--- src/rtl/dpram_sync_clr_if.sv ---
// Port bundle for the dual-port RAM: two access ports plus clear control/status.
// Latency: none, wiring only.
// Backpressure: BUSY from the RAM tells the master that port accesses are being dropped.
interface dpram_sync_clr_if #(
   parameter int A_WIDTH = 4,
   parameter int D_WIDTH = 16
);
   logic                   ENA;
   logic                   WEA;
   logic [D_WIDTH/8-1:0]   BEA;
   logic [A_WIDTH-1:0]     ADDRA;
   logic [D_WIDTH-1:0]     DIA;
   logic [D_WIDTH-1:0]     DOA;
   logic                   VALIDA;

   logic                   ENB;
   logic                   WEB;
   logic [D_WIDTH/8-1:0]   BEB;
   logic [A_WIDTH-1:0]     ADDRB;
   logic [D_WIDTH-1:0]     DIB;
   logic [D_WIDTH-1:0]     DOB;
   logic                   VALIDB;

   logic                   CLR;
   logic                   BUSY;
   logic                   COLL;

   modport master (
      output ENA, WEA, BEA, ADDRA, DIA,
      output ENB, WEB, BEB, ADDRB, DIB,
      output CLR,
      input  DOA, VALIDA, DOB, VALIDB, BUSY, COLL
   );

   modport slave (
      input  ENA, WEA, BEA, ADDRA, DIA,
      input  ENB, WEB, BEB, ADDRB, DIB,
      input  CLR,
      output DOA, VALIDA, DOB, VALIDB, BUSY, COLL
   );
endinterface

--- src/rtl/dpram_sync_clr.sv ---
// True dual-port byte-write RAM with a sequential clear engine filling every word with CLR_VAL.
// Latency: read data + VALIDx one cycle after the accepting edge, two with OUT_REG=1.
// Backpressure: none per access; while BUSY (clearing) all port accesses are silently dropped.
module dpram_sync_clr #(
   parameter int                 A_WIDTH = 4,
   parameter int                 D_WIDTH = 16,
   parameter int                 RD_MODE = 0,
   parameter int                 OUT_REG = 0,
   parameter logic [D_WIDTH-1:0] CLR_VAL = '0
) (
   input  logic             CLK,
   input  logic             RST_N,
   dpram_sync_clr_if.slave  bus
);
   localparam int NB    = D_WIDTH / 8;
   localparam int DEPTH = 2 ** A_WIDTH;
   localparam logic [A_WIDTH-1:0] CNT_LAST = '1;

   typedef enum logic {S_CLEAR, S_READY} state_t;

   typedef logic [NB-1:0][7:0] word_t;

   state_t              state_q, state_d;
   logic [A_WIDTH-1:0]  cnt_q, cnt_d;
   logic                busy, clr_we;

   word_t               mem [DEPTH];
   word_t               dia_w, dib_w, old_a, old_b, new_a, new_b, rdat_a, rdat_b;
   logic                acc_a, acc_b, same_addr, coll_d;
   logic [NB-1:0]       be_a, be_b;

   logic [D_WIDTH-1:0]  do_a1, do_b1;
   logic                vld_a1, vld_b1, coll_q;

   assign dia_w     = bus.DIA;
   assign dib_w     = bus.DIB;
   assign same_addr = (bus.ADDRA == bus.ADDRB);

   // Clear-engine state and address counter; reset restarts the clear from word 0.
   always_ff @(posedge CLK or negedge RST_N) begin
      if (!RST_N) begin
         state_q <= S_CLEAR;
         cnt_q   <= '0;
      end else begin
         state_q <= state_d;
         cnt_q   <= cnt_d;
      end
   end

   // Next state: walk the array once in CLEAR, wait for a CLR request in READY.
   always_comb begin
      state_d = state_q;
      cnt_d   = cnt_q;
      busy    = 1'b0;
      clr_we  = 1'b0;
      case (state_q)
         S_CLEAR: begin
            busy   = 1'b1;
            clr_we = 1'b1;
            cnt_d  = cnt_q + 1'b1;
            if (cnt_q == CNT_LAST) begin
               state_d = S_READY;
               cnt_d   = '0;
            end
         end
         S_READY: begin
            if (bus.CLR) begin
               state_d = S_CLEAR;
               cnt_d   = '0;
            end
         end
         default: state_d = S_CLEAR;
      endcase
   end

   // Access qualification and read-data selection. A port that actually writes
   // (some byte enabled) sees the final merged word in RD_MODE=1; a port that only
   // reads always sees the pre-write contents, even if the other port writes there.
   always_comb begin
      acc_a  = bus.ENA & ~busy;
      acc_b  = bus.ENB & ~busy;
      be_a   = (acc_a & bus.WEA) ? bus.BEA : '0;
      be_b   = (acc_b & bus.WEB) ? bus.BEB : '0;
      old_a  = mem[bus.ADDRA];
      old_b  = mem[bus.ADDRB];
      new_a  = old_a;
      new_b  = old_b;
      for (int i = 0; i < NB; i++) begin
         if (be_b[i] && same_addr) new_a[i] = dib_w[i];
         if (be_a[i])              new_a[i] = dia_w[i];
         if (be_b[i])              new_b[i] = dib_w[i];
         if (be_a[i] && same_addr) new_b[i] = dia_w[i];
      end
      rdat_a = (RD_MODE != 0 && (|be_a)) ? new_a : old_a;
      rdat_b = (RD_MODE != 0 && (|be_b)) ? new_b : old_b;
      coll_d = (|be_a) & (|be_b) & same_addr;
   end

   // Array writes: clear engine owns the array while busy; port A is applied after
   // port B so A wins any byte both ports enable on the same address.
   always_ff @(posedge CLK) begin
      if (clr_we) begin
         mem[cnt_q] <= CLR_VAL;
      end else begin
         for (int i = 0; i < NB; i++) begin
            if (be_b[i]) mem[bus.ADDRB][i] <= dib_w[i];
         end
         for (int i = 0; i < NB; i++) begin
            if (be_a[i]) mem[bus.ADDRA][i] <= dia_w[i];
         end
      end
   end

   // First output stage: capture read data on accepted accesses, hold otherwise.
   always_ff @(posedge CLK or negedge RST_N) begin
      if (!RST_N) begin
         do_a1  <= '0;
         do_b1  <= '0;
         vld_a1 <= 1'b0;
         vld_b1 <= 1'b0;
         coll_q <= 1'b0;
      end else begin
         vld_a1 <= acc_a;
         vld_b1 <= acc_b;
         coll_q <= coll_d;
         if (acc_a) do_a1 <= rdat_a;
         if (acc_b) do_b1 <= rdat_b;
      end
   end

   generate
      if (OUT_REG != 0) begin : g_out_reg
         logic [D_WIDTH-1:0] do_a2, do_b2;
         logic               vld_a2, vld_b2;

         // Optional second output stage, advanced only when stage one holds new data.
         always_ff @(posedge CLK or negedge RST_N) begin
            if (!RST_N) begin
               do_a2  <= '0;
               do_b2  <= '0;
               vld_a2 <= 1'b0;
               vld_b2 <= 1'b0;
            end else begin
               vld_a2 <= vld_a1;
               vld_b2 <= vld_b1;
               if (vld_a1) do_a2 <= do_a1;
               if (vld_b1) do_b2 <= do_b1;
            end
         end

         assign bus.DOA    = do_a2;
         assign bus.DOB    = do_b2;
         assign bus.VALIDA = vld_a2;
         assign bus.VALIDB = vld_b2;
      end else begin : g_no_out_reg
         assign bus.DOA    = do_a1;
         assign bus.DOB    = do_b1;
         assign bus.VALIDA = vld_a1;
         assign bus.VALIDB = vld_b1;
      end
   endgenerate

   assign bus.BUSY = busy;
   assign bus.COLL = coll_q;
endmodule

--- src/flat_wrapper.sv ---
// flat-port wrapper written by rule: the top's interface ports become plain ports
module dpram_sync_clr_flat 
#(
   parameter int                 A_WIDTH = 4,
   parameter int                 D_WIDTH = 16,
   parameter int                 RD_MODE = 0,
   parameter int                 OUT_REG = 0,
   parameter logic [D_WIDTH-1:0] CLR_VAL = '0
)
  (CLK, RST_N, bus_ENA, bus_WEA, bus_BEA, bus_ADDRA, bus_DIA, bus_ENB, bus_WEB, bus_BEB, bus_ADDRB, bus_DIB, bus_CLR, bus_DOA, bus_VALIDA, bus_DOB, bus_VALIDB, bus_BUSY, bus_COLL);
  dpram_sync_clr_if #(.A_WIDTH(A_WIDTH), .D_WIDTH(D_WIDTH)) bus_i ();
  input  logic CLK;
  input  logic RST_N;
  input wire logic [$bits(bus_i.ENA)-1:0] bus_ENA;
  input wire logic [$bits(bus_i.WEA)-1:0] bus_WEA;
  input wire logic [$bits(bus_i.BEA)-1:0] bus_BEA;
  input wire logic [$bits(bus_i.ADDRA)-1:0] bus_ADDRA;
  input wire logic [$bits(bus_i.DIA)-1:0] bus_DIA;
  input wire logic [$bits(bus_i.ENB)-1:0] bus_ENB;
  input wire logic [$bits(bus_i.WEB)-1:0] bus_WEB;
  input wire logic [$bits(bus_i.BEB)-1:0] bus_BEB;
  input wire logic [$bits(bus_i.ADDRB)-1:0] bus_ADDRB;
  input wire logic [$bits(bus_i.DIB)-1:0] bus_DIB;
  input wire logic [$bits(bus_i.CLR)-1:0] bus_CLR;
  output wire logic [$bits(bus_i.DOA)-1:0] bus_DOA;
  output wire logic [$bits(bus_i.VALIDA)-1:0] bus_VALIDA;
  output wire logic [$bits(bus_i.DOB)-1:0] bus_DOB;
  output wire logic [$bits(bus_i.VALIDB)-1:0] bus_VALIDB;
  output wire logic [$bits(bus_i.BUSY)-1:0] bus_BUSY;
  output wire logic [$bits(bus_i.COLL)-1:0] bus_COLL;
  assign bus_i.ENA = bus_ENA;
  assign bus_i.WEA = bus_WEA;
  assign bus_i.BEA = bus_BEA;
  assign bus_i.ADDRA = bus_ADDRA;
  assign bus_i.DIA = bus_DIA;
  assign bus_i.ENB = bus_ENB;
  assign bus_i.WEB = bus_WEB;
  assign bus_i.BEB = bus_BEB;
  assign bus_i.ADDRB = bus_ADDRB;
  assign bus_i.DIB = bus_DIB;
  assign bus_i.CLR = bus_CLR;
  assign bus_DOA = bus_i.DOA;
  assign bus_VALIDA = bus_i.VALIDA;
  assign bus_DOB = bus_i.DOB;
  assign bus_VALIDB = bus_i.VALIDB;
  assign bus_BUSY = bus_i.BUSY;
  assign bus_COLL = bus_i.COLL;
  dpram_sync_clr #(.A_WIDTH(A_WIDTH), .D_WIDTH(D_WIDTH), .RD_MODE(RD_MODE), .OUT_REG(OUT_REG), .CLR_VAL(CLR_VAL)) u_core (.CLK(CLK), .RST_N(RST_N), .bus(bus_i));
endmodule
--- config.mk ---
export PLATFORM = sky130hd
export DESIGN_NAME = dpram_sync_clr_flat
export DESIGN_NICKNAME = d
export VERILOG_FILES = /design/src/rtl/dpram_sync_clr_if.sv /design/src/rtl/dpram_sync_clr.sv /design/src/flat_wrapper.sv
export SDC_FILE = /design/constraint.sdc
export NUM_CORES = 1
export LEC_CHECK = 0
export CAP_MARGIN = 40
export CORE_MARGIN = 10
export CORE_UTILIZATION = 45
export CTS_BUF_LIST = sky130_fd_sc_hd__clkbuf_2
export CTS_CLUSTER_DIAMETER = 60
export DETAILED_ROUTE_END_ITERATION = 12
export PLACE_DENSITY = 0.69
export SYNTH_ARGS = -nofsm -noshare
export SYNTH_HDL_FRONTEND = slang
export SYNTH_SLANG_ARGS = --single-unit
--- constraint.sdc ---
create_clock -name CLK -period 4.8 [get_ports CLK]
set_input_delay 0.72 -clock CLK [delete_from_list [all_inputs] [get_ports CLK]]
set_output_delay 0.72 -clock CLK [all_outputs]
set_load 0.02 [all_outputs]
==> results of run 1 <==
-- through the flow --
stage	cell area, um2	util	setup WS [ns]
after floorplan	17700	-	2.36
after global placement	18700	0.483	1.03
after detailed placement	19100	0.493	1.21
after CTS	19800	0.511	1.62
after global routing	19800	0.511	1.42
final	19800	0.511	1.59
-- worst paths after layout --
path / startpoint / to / slack, ns
worst max-delay path: u_core.state_q / u_core.mem[14][2] / 1.59
worst min-delay path: bus_WEA / u_core.bus.COLL / 0.45
worst max register to register: u_core.state_q / u_core.mem[14][2] / 1.59
worst min register to register: u_core.bus.DOB[9] / u_core.bus.DOB[9] / 0.50
max in group asynchronous: RST_N / u_core.state_q / 3.84
min in group asynchronous: RST_N / u_core.bus.DOB[3] / 0.47
-- synthesized netlist by cell type (18+ instances only) --
| master | instances | area share |
|---|---|---|
| a22oi_1 | 36 | 0.015 |
| buf_2 | 45 | 0.013 |
| clkbuf_1 | 65 | 0.014 |
| dfrtp_1 | 40 | 0.057 |
| edfxtp_1 | 256 | 0.43 |
| mux2_2 | 246 | 0.16 |
| mux2i_1 | 180 | 0.10 |
| mux4_2 | 48 | 0.061 |
| nand2_1 | 76 | 0.016 |
| nand3_1 | 24 | 0.0068 |
| nand4_1 | 28 | 0.0099 |
| nor2_1 | 22 | 0.0047 |
| nor2_4 | 20 | 0.013 |
| nor2b_1 | 18 | 0.0064 |
| o22ai_1 | 34 | 0.012 |
-- sequential cells by signal, summed over array words and instances, names as in the netlist --
register           cells
u_core.mem           256
u_core.bus.DOA        16
u_core.bus.DOB        16
u_core.cnt_q           4
u_core.bus.COLL        1
u_core.bus.VALIDA      1
u_core.bus.VALIDB      1
u_core.state_q         1
-- final cells by class --
type	count	area (um2)	area share
clock inverter	19	106	0.00537
sequential	296	8690	0.439
antenna	1	2.50	0.000126
multi-input combinational	865	8380	0.423
timing repair buffer	138	1370	0.0692
inverter	4	15.0	0.000759
clock buffer	116	581	0.0293
tap	518	648	0.0327
-- layer usage --
layer / up-vias / global-route usage / share of wire
met3: 84 / 0.0486 / 0.093
met1: 6033 / 0.300 / 0.44
met4: 0 / 0.0641 / 0.019
met5: - / 0 / 0
met2: 630 / 0.317 / 0.45
li1: 5265 / - / -
-- power breakdown --
| group | switching (mW) | total [mW] | leakage [nW] | internal [mW] |
|---|---|---|---|---|
| sequential | 0.366 | 3.76 | 2.86 | 3.39 |
| clock | 1.07 | 1.76 | 0.541 | 0.692 |
| combinational | 1.13 | 2.00 | 4.31 | 0.870 |
-- cells by family (layout without fill, tap and decap cells) --
group / after synthesis / count (layout)
compound gates: 128 / 128
xor+xnor: 5 / 5
fa+ha+maj: 1 / 1
buf+inv: 132 / 277
flops: 296 / 296
mux: 485 / 485
other cells: 0 / 1
simple gates: 246 / 246
-- placed cells by master, fill, tap and decap left out, types with 20 or more instances in the layout --
cell type / instances
edfxtp_1: 256
mux2_2: 246
mux2i_1: 180
clkbuf_2: 116
clkdlybuf4s50_1: 81
nand2_1: 76
mux4_2: 48
dfrtp_1: 40
buf_4: 38
a22oi_1: 36
o22ai_1: 34
nand4_1: 28
nand3_1: 24
nor2_1: 21
nor2_4: 20
-- worst min-delay path, cell delays in order --
cell and delay, ns:
clkdlybuf4s50_1 0.44, o211ai_1 0.11, nor2_1 0.05
==> flow_summary_export.csv, run 1 <==
group,metric,value,unit
clocking,clkLatencyLatePin,0.90,ns
grt,overflow,0,
cells_and_area,post_route_cells_drive_above_1_share,0.365,
logic_synthesis,synthAdderAreaFrac,0.000707,
floorplanning,die_w,218,um
critical_path,path_max_fanout,16,
critical_path,cp-end-kind,"flip-flop",
critical_path,critPathMaxStageDelay,0.78,ns
detailed_routing,wl,51200,um
logic_synthesis,ys_async_sr_fraction,0.135,
grt,grt_max_degree,57,
logic_synthesis,synth_area,17700,um2
grt,antenna_found_initial,1,
critical_path,crit_type,"flip-flop to flip-flop",
sta,finalHoldViolations,0,
floorplanning,die_area,47700,um2
cells_and_area,areaGrowthSynthToFinish,11.8,%
run_status,outcome,"complete, no violations",
hold_path,holdPathStages,3,
floorplanning,start_util,0.457,
sta,post-route-period-util,0.670,
clocking,hold_buffers,1,
critical_path,slowest_stage,"dfrtp_1",
sta,fmax,0.311,GHz
critical_path,reg2reg_depth,4,
critical_path,crit_family,"compound AO/OA/AOI/OAI gates",
clocking,numCtsBuffers,76,
power,power_leakage,7.72,nW
logic_synthesis,yosys_warnings,0,
detailed_routing,postRouteAntennaNets,0,
grt,grt_usage,0.212,
detailed_routing,drtIter0Drc,1179,
clocking,post_cts_resized,0,
grt,grt_pass1_wl,76600,um
cells_and_area,num-fill-cells,3388,
logic_synthesis,synth_top_family_by_area,"multiplexers",
sta,timing.hold.ws,0.452,ns
logic_synthesis,synth_nets,1345,
power,power.total,7.52,mW
critical_path,cp-start-kind,"flip-flop",
sta,layout_min_cycle_time,3.21,ns
cells_and_area,fin_nets,1433,
logic_synthesis,synthMuxAreaShare,0.326,
detailed_routing,drc_errors,0,
sta,slew_headroom,0.381,
critical_path,worst-path-buf-inv,1,
cells_and_area,finalNonFillerCells,1957,
job,maxCapViolations,0,
clocking,cts.sinks,296,
sta,rsz0062_at_grt,"false",
critical_path,crit_required,5.30,ns
logic_synthesis,synth_cells,1293,
detailed_routing,firstDrtPassIters,5,
detailed_routing,viasPerCell,6.14,
detailed_routing,avgRoutedWirePerCell,26.2,um
grt,grt_pass1_vias,11900,
power,ir_drop,0.180,mV
sta,fin_setup_tns,0,ns
placed_design,placed_cells,1820,
power,power_density,380,nW/um2
logic_synthesis,synth-xor-area-share,0.00247,
clocking,htree_levels,3,
critical_path,worstPathCellList,"o2111a_1 -> a31oi_1 -> buf_4 -> o22ai_1",
logic_synthesis,synth_compound_area_frac,0.0539,
floorplanning,core-area,38700,um2
logic_synthesis,synth_cell_types,52,
clocking,post_cts_buffers,0,
logic_synthesis,ys_seq_elements,296,
critical_path,cp.arrival,3.72,ns
clocking,cts_tree,"yes",
clocking,cts_root_buffer,"clkbuf_2",
logic_synthesis,synth_ff_type,"edfxtp_1",
logic_synthesis,synthSimpleGateAreaFrac,0.0893,
sta,worst_pin_slew,0.928,ns
floorplanning,ioPinCount,87,
hold_path,hold_path_class,"primary input to flip-flop",
logic_synthesis,syn_area_per_cell,13.7,um2
floorplanning,rows,72,
logic_synthesis,synth_edf_count,256,
placed_design,gp_congestion,0.846,
detailed_routing,vias,12000,
placed_design,post-dp-hpwl,35800,um
floorplanning,die_y,218,um
placed_design,portBuffers,86,
sta,fin_skew,0.0532,ns
clocking,clockBufferDepth,3,
logic_synthesis,ys_seq_area_frac,0.491,
critical_path,path_depth,4,
sta,drv_slew,0,
clocking,path_clk_slew,0.12,ns
sta,setup_viol,0,
Note: power is estimated with default switching activity, not from simulation.
==> inputs of run 2 (changes only) <==
Clock period 4.8 ns to 3.25 ns, I/O delays scaled along.
==> flow_summary_export.csv, run 2 (synthesis gave the netlist of run 1 again) <==
group,metric,value,unit
run_status,outcome,"complete, no violations",
critical_path,crit_required,2.76,ns
grt,met3_usage,0.0521,
sta,fin_skew,0.0395,ns
cells_and_area,regMostFlops,"u_core.mem",
clocking,numCtsBuffers,78,
critical_path,cp-end-kind,"output port",
critical_path,crit_type,"flip-flop to output port",
grt,grt_max_degree,101,
cells_and_area,post_route_cells_drive_above_1_share,0.385,
cells_and_area,finalNonFillerCells,2007,
detailed_routing,vias,12200,
grt,grt_pass1_vias,12300,
clocking,clkLatencyLatePin,0.91,ns
job,maxCapViolations,0,
clocking,post_cts_resized,0,
critical_path,rrSetupSlack,0.80,ns
floorplanning,die_y,218,um
floorplanning,core-area,38700,um2
placed_design,portBuffers,86,
detailed_routing,drtIter0Drc,1318,
sta,worst_pin_slew,0.897,ns
cells_and_area,fin_nets,1480,
floorplanning,die_w,218,um
sta,fin_setup_tns,0,ns
clocking,cts.sinks,296,
placed_design,placed_cells,1865,
grt,use_met2,0.350,
clocking,path_clk_slew,0.10,ns
critical_path,cp-start-kind,"flip-flop",
power,power_leakage,7.92,nW
critical_path,path_max_fanout,15,
grt,grt.busiest_layer,"met2",
power,power.total,11.3,mW
floorplanning,ioPinCount,87,
grt,grt_pass1_wl,79400,um
power,power_density,564,nW/um2
grt,met1_usage,0.304,
placed_design,post-dp-hpwl,35300,um
sta,layout_min_cycle_time,2.73,ns
sta,drv_slew,0,
sta,fmax,0.366,GHz
detailed_routing,wl,54000,um
cells_and_area,num-fill-cells,3348,
placed_design,gp_congestion,0.879,
floorplanning,die_area,47700,um2
cells_and_area,layout_commonest_cell,"edfxtp_1",
cells_and_area,areaGrowthSynthToFinish,13.2,%
floorplanning,start_util,0.457,
floorplanning,rows,72,
detailed_routing,avgRoutedWirePerCell,26.9,um
cells_and_area,largest_reg_flops,256,
clocking,cts_root_buffer,"clkbuf_2",
critical_path,cp.arrival,2.24,ns
sta,finalHoldViolations,0,
clocking,htree_levels,3,
detailed_routing,viasPerCell,6.10,
cells_and_area,design_area,20000,um2
detailed_routing,firstDrtPassIters,5,
sta,rsz0062_at_grt,"false",
grt,overflow,0,
placed_design,place_area,19300,um2
clocking,cts_tree,"yes",
clocking,clockBufferDepth,3,
cells_and_area,final_cell_mix,"edfxtp_1, mux2_2, mux2i_1",
detailed_routing,postRouteAntennaNets,0,
grt,grt_usage,0.224,
detailed_routing,drc_errors,0,
sta,post-route-period-util,0.840,
hold_path,hold_path_class,"primary input to asynchronous set/reset pin",
sta,setup_viol,0,
power,ir_drop,0.233,mV
grt,antenna_found_initial,3,
sta,slew_headroom,0.398,
## run 2: cell count changes in the layout (fill, tap and decap cells not counted), sizes merged
cell,previous run,this run
clkinv,19,15
diode,1,2
inv,3,5
buf,56,101
clkbuf,116,122
## run 2: stage by stage
stage | hold WS (ns) | utilization | setup WS (ns)
6_report | 0.145 | 0.517 | 0.520
5_1_grt | 0.0975 | 0.517 | 0.365
4_1_cts | 0.0830 | 0.517 | 0.441
3_3_place_gp | 0.473 | 0.498 | 0.246
2_1_floorplan | 0.192 | - | 1.04
3_5_place_dp | 0.472 | 0.499 | 0.305
## run 2: cell type report
type | count | area [um2] | area share
clock buffers | 122 | 611 | 0.0305
repair buffers | 183 | 1600 | 0.0799
well taps | 518 | 648 | 0.0324
flip-flops and latches | 296 | 8690 | 0.434
clock inverters | 17 | 92.6 | 0.00462
inverters | 4 | 15.0 | 0.000749
diodes | 2 | 5.00 | 0.000250
multi-input cells | 865 | 8370 | 0.418
## run 2: worst max-delay path: stages, from the launching register on
cell and delay (ns):
dfrtp_1 0.40, buf_4 0.21, inv_1 0.12, clkdlybuf4s50_1 0.62
## run 2: metal layers
metal  wire length, um  vias up
met3              5250       91
met4              1180        0
met1             22500     6112
met5                 0        -
met2             25000      685
li1                  -     5361
## run 2: final timing paths
path                                         from                 to  depth (start not counted)
worst max-delay path               u_core.state_q           bus_BUSY                          3
worst min-delay path                        RST_N  u_core.bus.DOA[3]                          2
worst max register to register     u_core.state_q  u_core.mem[15][8]                          5
worst min register to register  u_core.bus.DOB[3]  u_core.bus.DOB[3]                          2
max in group asynchronous                   RST_N  u_core.bus.DOA[8]                          3
min in group CLK                          bus_WEA    u_core.bus.COLL                          3
## run 2: what timing repair did
item	CTS	global route
buffers inserted	0	0
hold endpoints to repair	19	0
hold buffers	1	0
## run 2: where the power goes
group	internal (mW)	leakage [nW]	switching, mW	total (mW)
clock	1.06	0.556	1.58	2.64
combinational	1.37	4.50	1.80	3.18
sequential	5.00	2.86	0.480	5.48
total	7.43	7.92	3.87	11.3
==> inputs of run 3 (changes only) <==
Clock period 3.25 ns to 2.55 ns, I/O delays scaled along.
==> flow_summary_export.csv, run 3 (synthesis gave the netlist of run 1 again) <==
group,metric,value,unit
sta,timing.hold.ws,0.118,ns
floorplanning,core-area,38700,um2
cells_and_area,final_cell_mix,"edfxtp_1, mux2_2, mux2i_1",
critical_path,cp-end-kind,"output port",
critical_path,path_max_fanout,8,
floorplanning,die_w,218,um
sta,drv_slew,0,
power,p_seq_frac,0.481,
grt,overflow,0,
grt,grt_pass1_wl,79500,um
grt,grt_pass1_vias,12700,
power,power.total,14.7,mW
cells_and_area,final_util,0.529,
clocking,clockBufferDepth,3,
grt,grt_usage,0.220,
clocking,cts_root_buffer,"clkbuf_2",
power,power_leakage,8.10,nW
placed_design,pre_cts_ws,-0.107,ns
run_status,outcome,"complete, no violations",
cells_and_area,areaGrowthSynthToFinish,15.8,%
detailed_routing,firstDrtPassIters,5,
detailed_routing,postRouteAntennaNets,0,
floorplanning,start_util,0.457,
sta,finalHoldViolations,0,
sta,worst_pin_slew,0.881,ns
placed_design,post-dp-hpwl,35900,um
grt,grt_max_degree,65,
clocking,cts_tree,"yes",
clocking,numCtsBuffers,78,
power,power_switching,4.96,mW
detailed_routing,avgRoutedWirePerCell,25.8,um
power,ir_drop,0.455,mV
placed_design,portBuffers,86,
floorplanning,ioPinCount,87,
clocking,clkLatencyLatePin,0.94,ns
floorplanning,rows,72,
detailed_routing,drtIter0Drc,1157,
sta,setup_viol,0,
power,p_clk_frac,0.245,
sta,setup_ws,0.126,ns
clocking,cts.sinks,296,
job,maxCapViolations,0,
cells_and_area,regArea,8690,um2
grt,antenna_found_initial,2,
sta,slew_headroom,0.412,
detailed_routing,viasPerCell,6.04,
sta,rsz0062_at_grt,"false",
clocking,path_clk_slew,0.10,ns
cells_and_area,regMostFlops,"u_core.mem",
sta,fin_skew,0.0624,ns
power,switching_share,0.338,
cells_and_area,layout_commonest_cell,"edfxtp_1",
sta,fmax,0.413,GHz
sta,post-route-period-util,0.950,
critical_path,cp-start-kind,"flip-flop",
hold_path,hold_path_class,"primary input to flip-flop",
sta,fin_setup_tns,0,ns
floorplanning,die_y,218,um
cells_and_area,largest_reg_flops,256,
power,power_density,715,nW/um2
detailed_routing,wl,52500,um
sta,layout_min_cycle_time,2.42,ns
power,pwr-share-comb,0.274,
clocking,post_cts_buffers,0,
detailed_routing,vias,12300,
cells_and_area,fin_nets,1499,
clocking,htree_levels,3,
floorplanning,die_area,47700,um2
power,p_int,9.70,mW
placed_design,gp_congestion,0.872,
cells_and_area,multi_input_area,8370,um2
critical_path,crit_type,"flip-flop to output port",
critical_path,crit_required,2.17,ns
detailed_routing,drc_errors,0,
critical_path,cp.arrival,2.04,ns
cells_and_area,post_route_cells_drive_above_1_share,0.389,
cells_and_area,num-fill-cells,3337,
==> run 3: changes by cell type in the layout (fill, tap and decap cells not counted), sizes merged, moves of 2 or more <==
cell | before | now
dlygate4sd3 | 1 | 5
bufinv | 1 | 3
inv | 5 | 7
clkinv | 15 | 23
buf | 101 | 116
clkbuf | 122 | 115
==> run 3: timing repair <==
action / 4_1_cts / 5_1_grt
cloned: 0 / 0
endpoints found under the hold margin: 41 / 0
gates resized for setup: 2 / 1
setup endpoints to repair: 1 / 4
hold buffers: 5 / 0
==> run 3: layout make-up <==
type | instances | area share
clock buffers | 115 | 0.0281
multi-input cells | 865 | 0.409
well taps | 518 | 0.0316
inverters | 4 | 0.000732
repair buffers | 202 | 0.0975
clock inverters | 29 | 0.00946
flip-flops and latches | 296 | 0.424
diodes | 2 | 0.000244
==> run 3: metal layers <==
layer	up-vias	part of all wire	wire, um	track usage
met5	-	0	0	0
met4	0	0.021	1100	0.0706
met3	95	0.092	4810	0.0488
met2	616	0.45	23700	0.330
met1	6146	0.43	22800	0.309
li1	5411	-	-	-
==> run 3: path summary, 6_finish.rpt <==
kind | startpoint | to | slack (ns) | depth (start not counted)
max in group asynchronous | RST_N | u_core.bus.DOB[9] | 1.03 | 5
worst max-delay path | u_core.state_q | bus_BUSY | 0.13 | 3
worst min-delay path | bus_CLR | u_core.cnt_q[0] | 0.12 | 2
min in group asynchronous | RST_N | u_core.bus.DOA[8] | 0.46 | 3
worst min register to register | u_core.bus.DOB[9] | u_core.bus.DOB[9] | 0.49 | 2
worst max register to register | u_core.state_q | u_core.mem[9][6] | 0.22 | 7
==> run 3: power groups by stage <==
stage                     Clock (mW)  Sequential [mW]  Combinational, mW
after floorplan                    0             7.13               2.03
after global placement             0             7.11               3.90
after detailed placement           0             7.14               4.00
after CTS                       3.67             7.02               4.02
after global routing            3.93             7.12               4.29
final                           3.59             7.05               4.02
==> run 3: worst max-delay path, stage by stage (launching register included) <==
cell and delay [ns]:
dfrtp_2 0.49, buf_4 0.18, inv_1 0.10, clkdlybuf4s15_1 0.33
==> run 3: metrics by stage <==
step / std cells / area [um2]
after floorplan: 1293 / 17700
after global placement: 1878 / 19700
after detailed placement: 1879 / 19700
after CTS: 2028 / 20500
after global routing: 2031 / 20500
final: 2031 / 20500
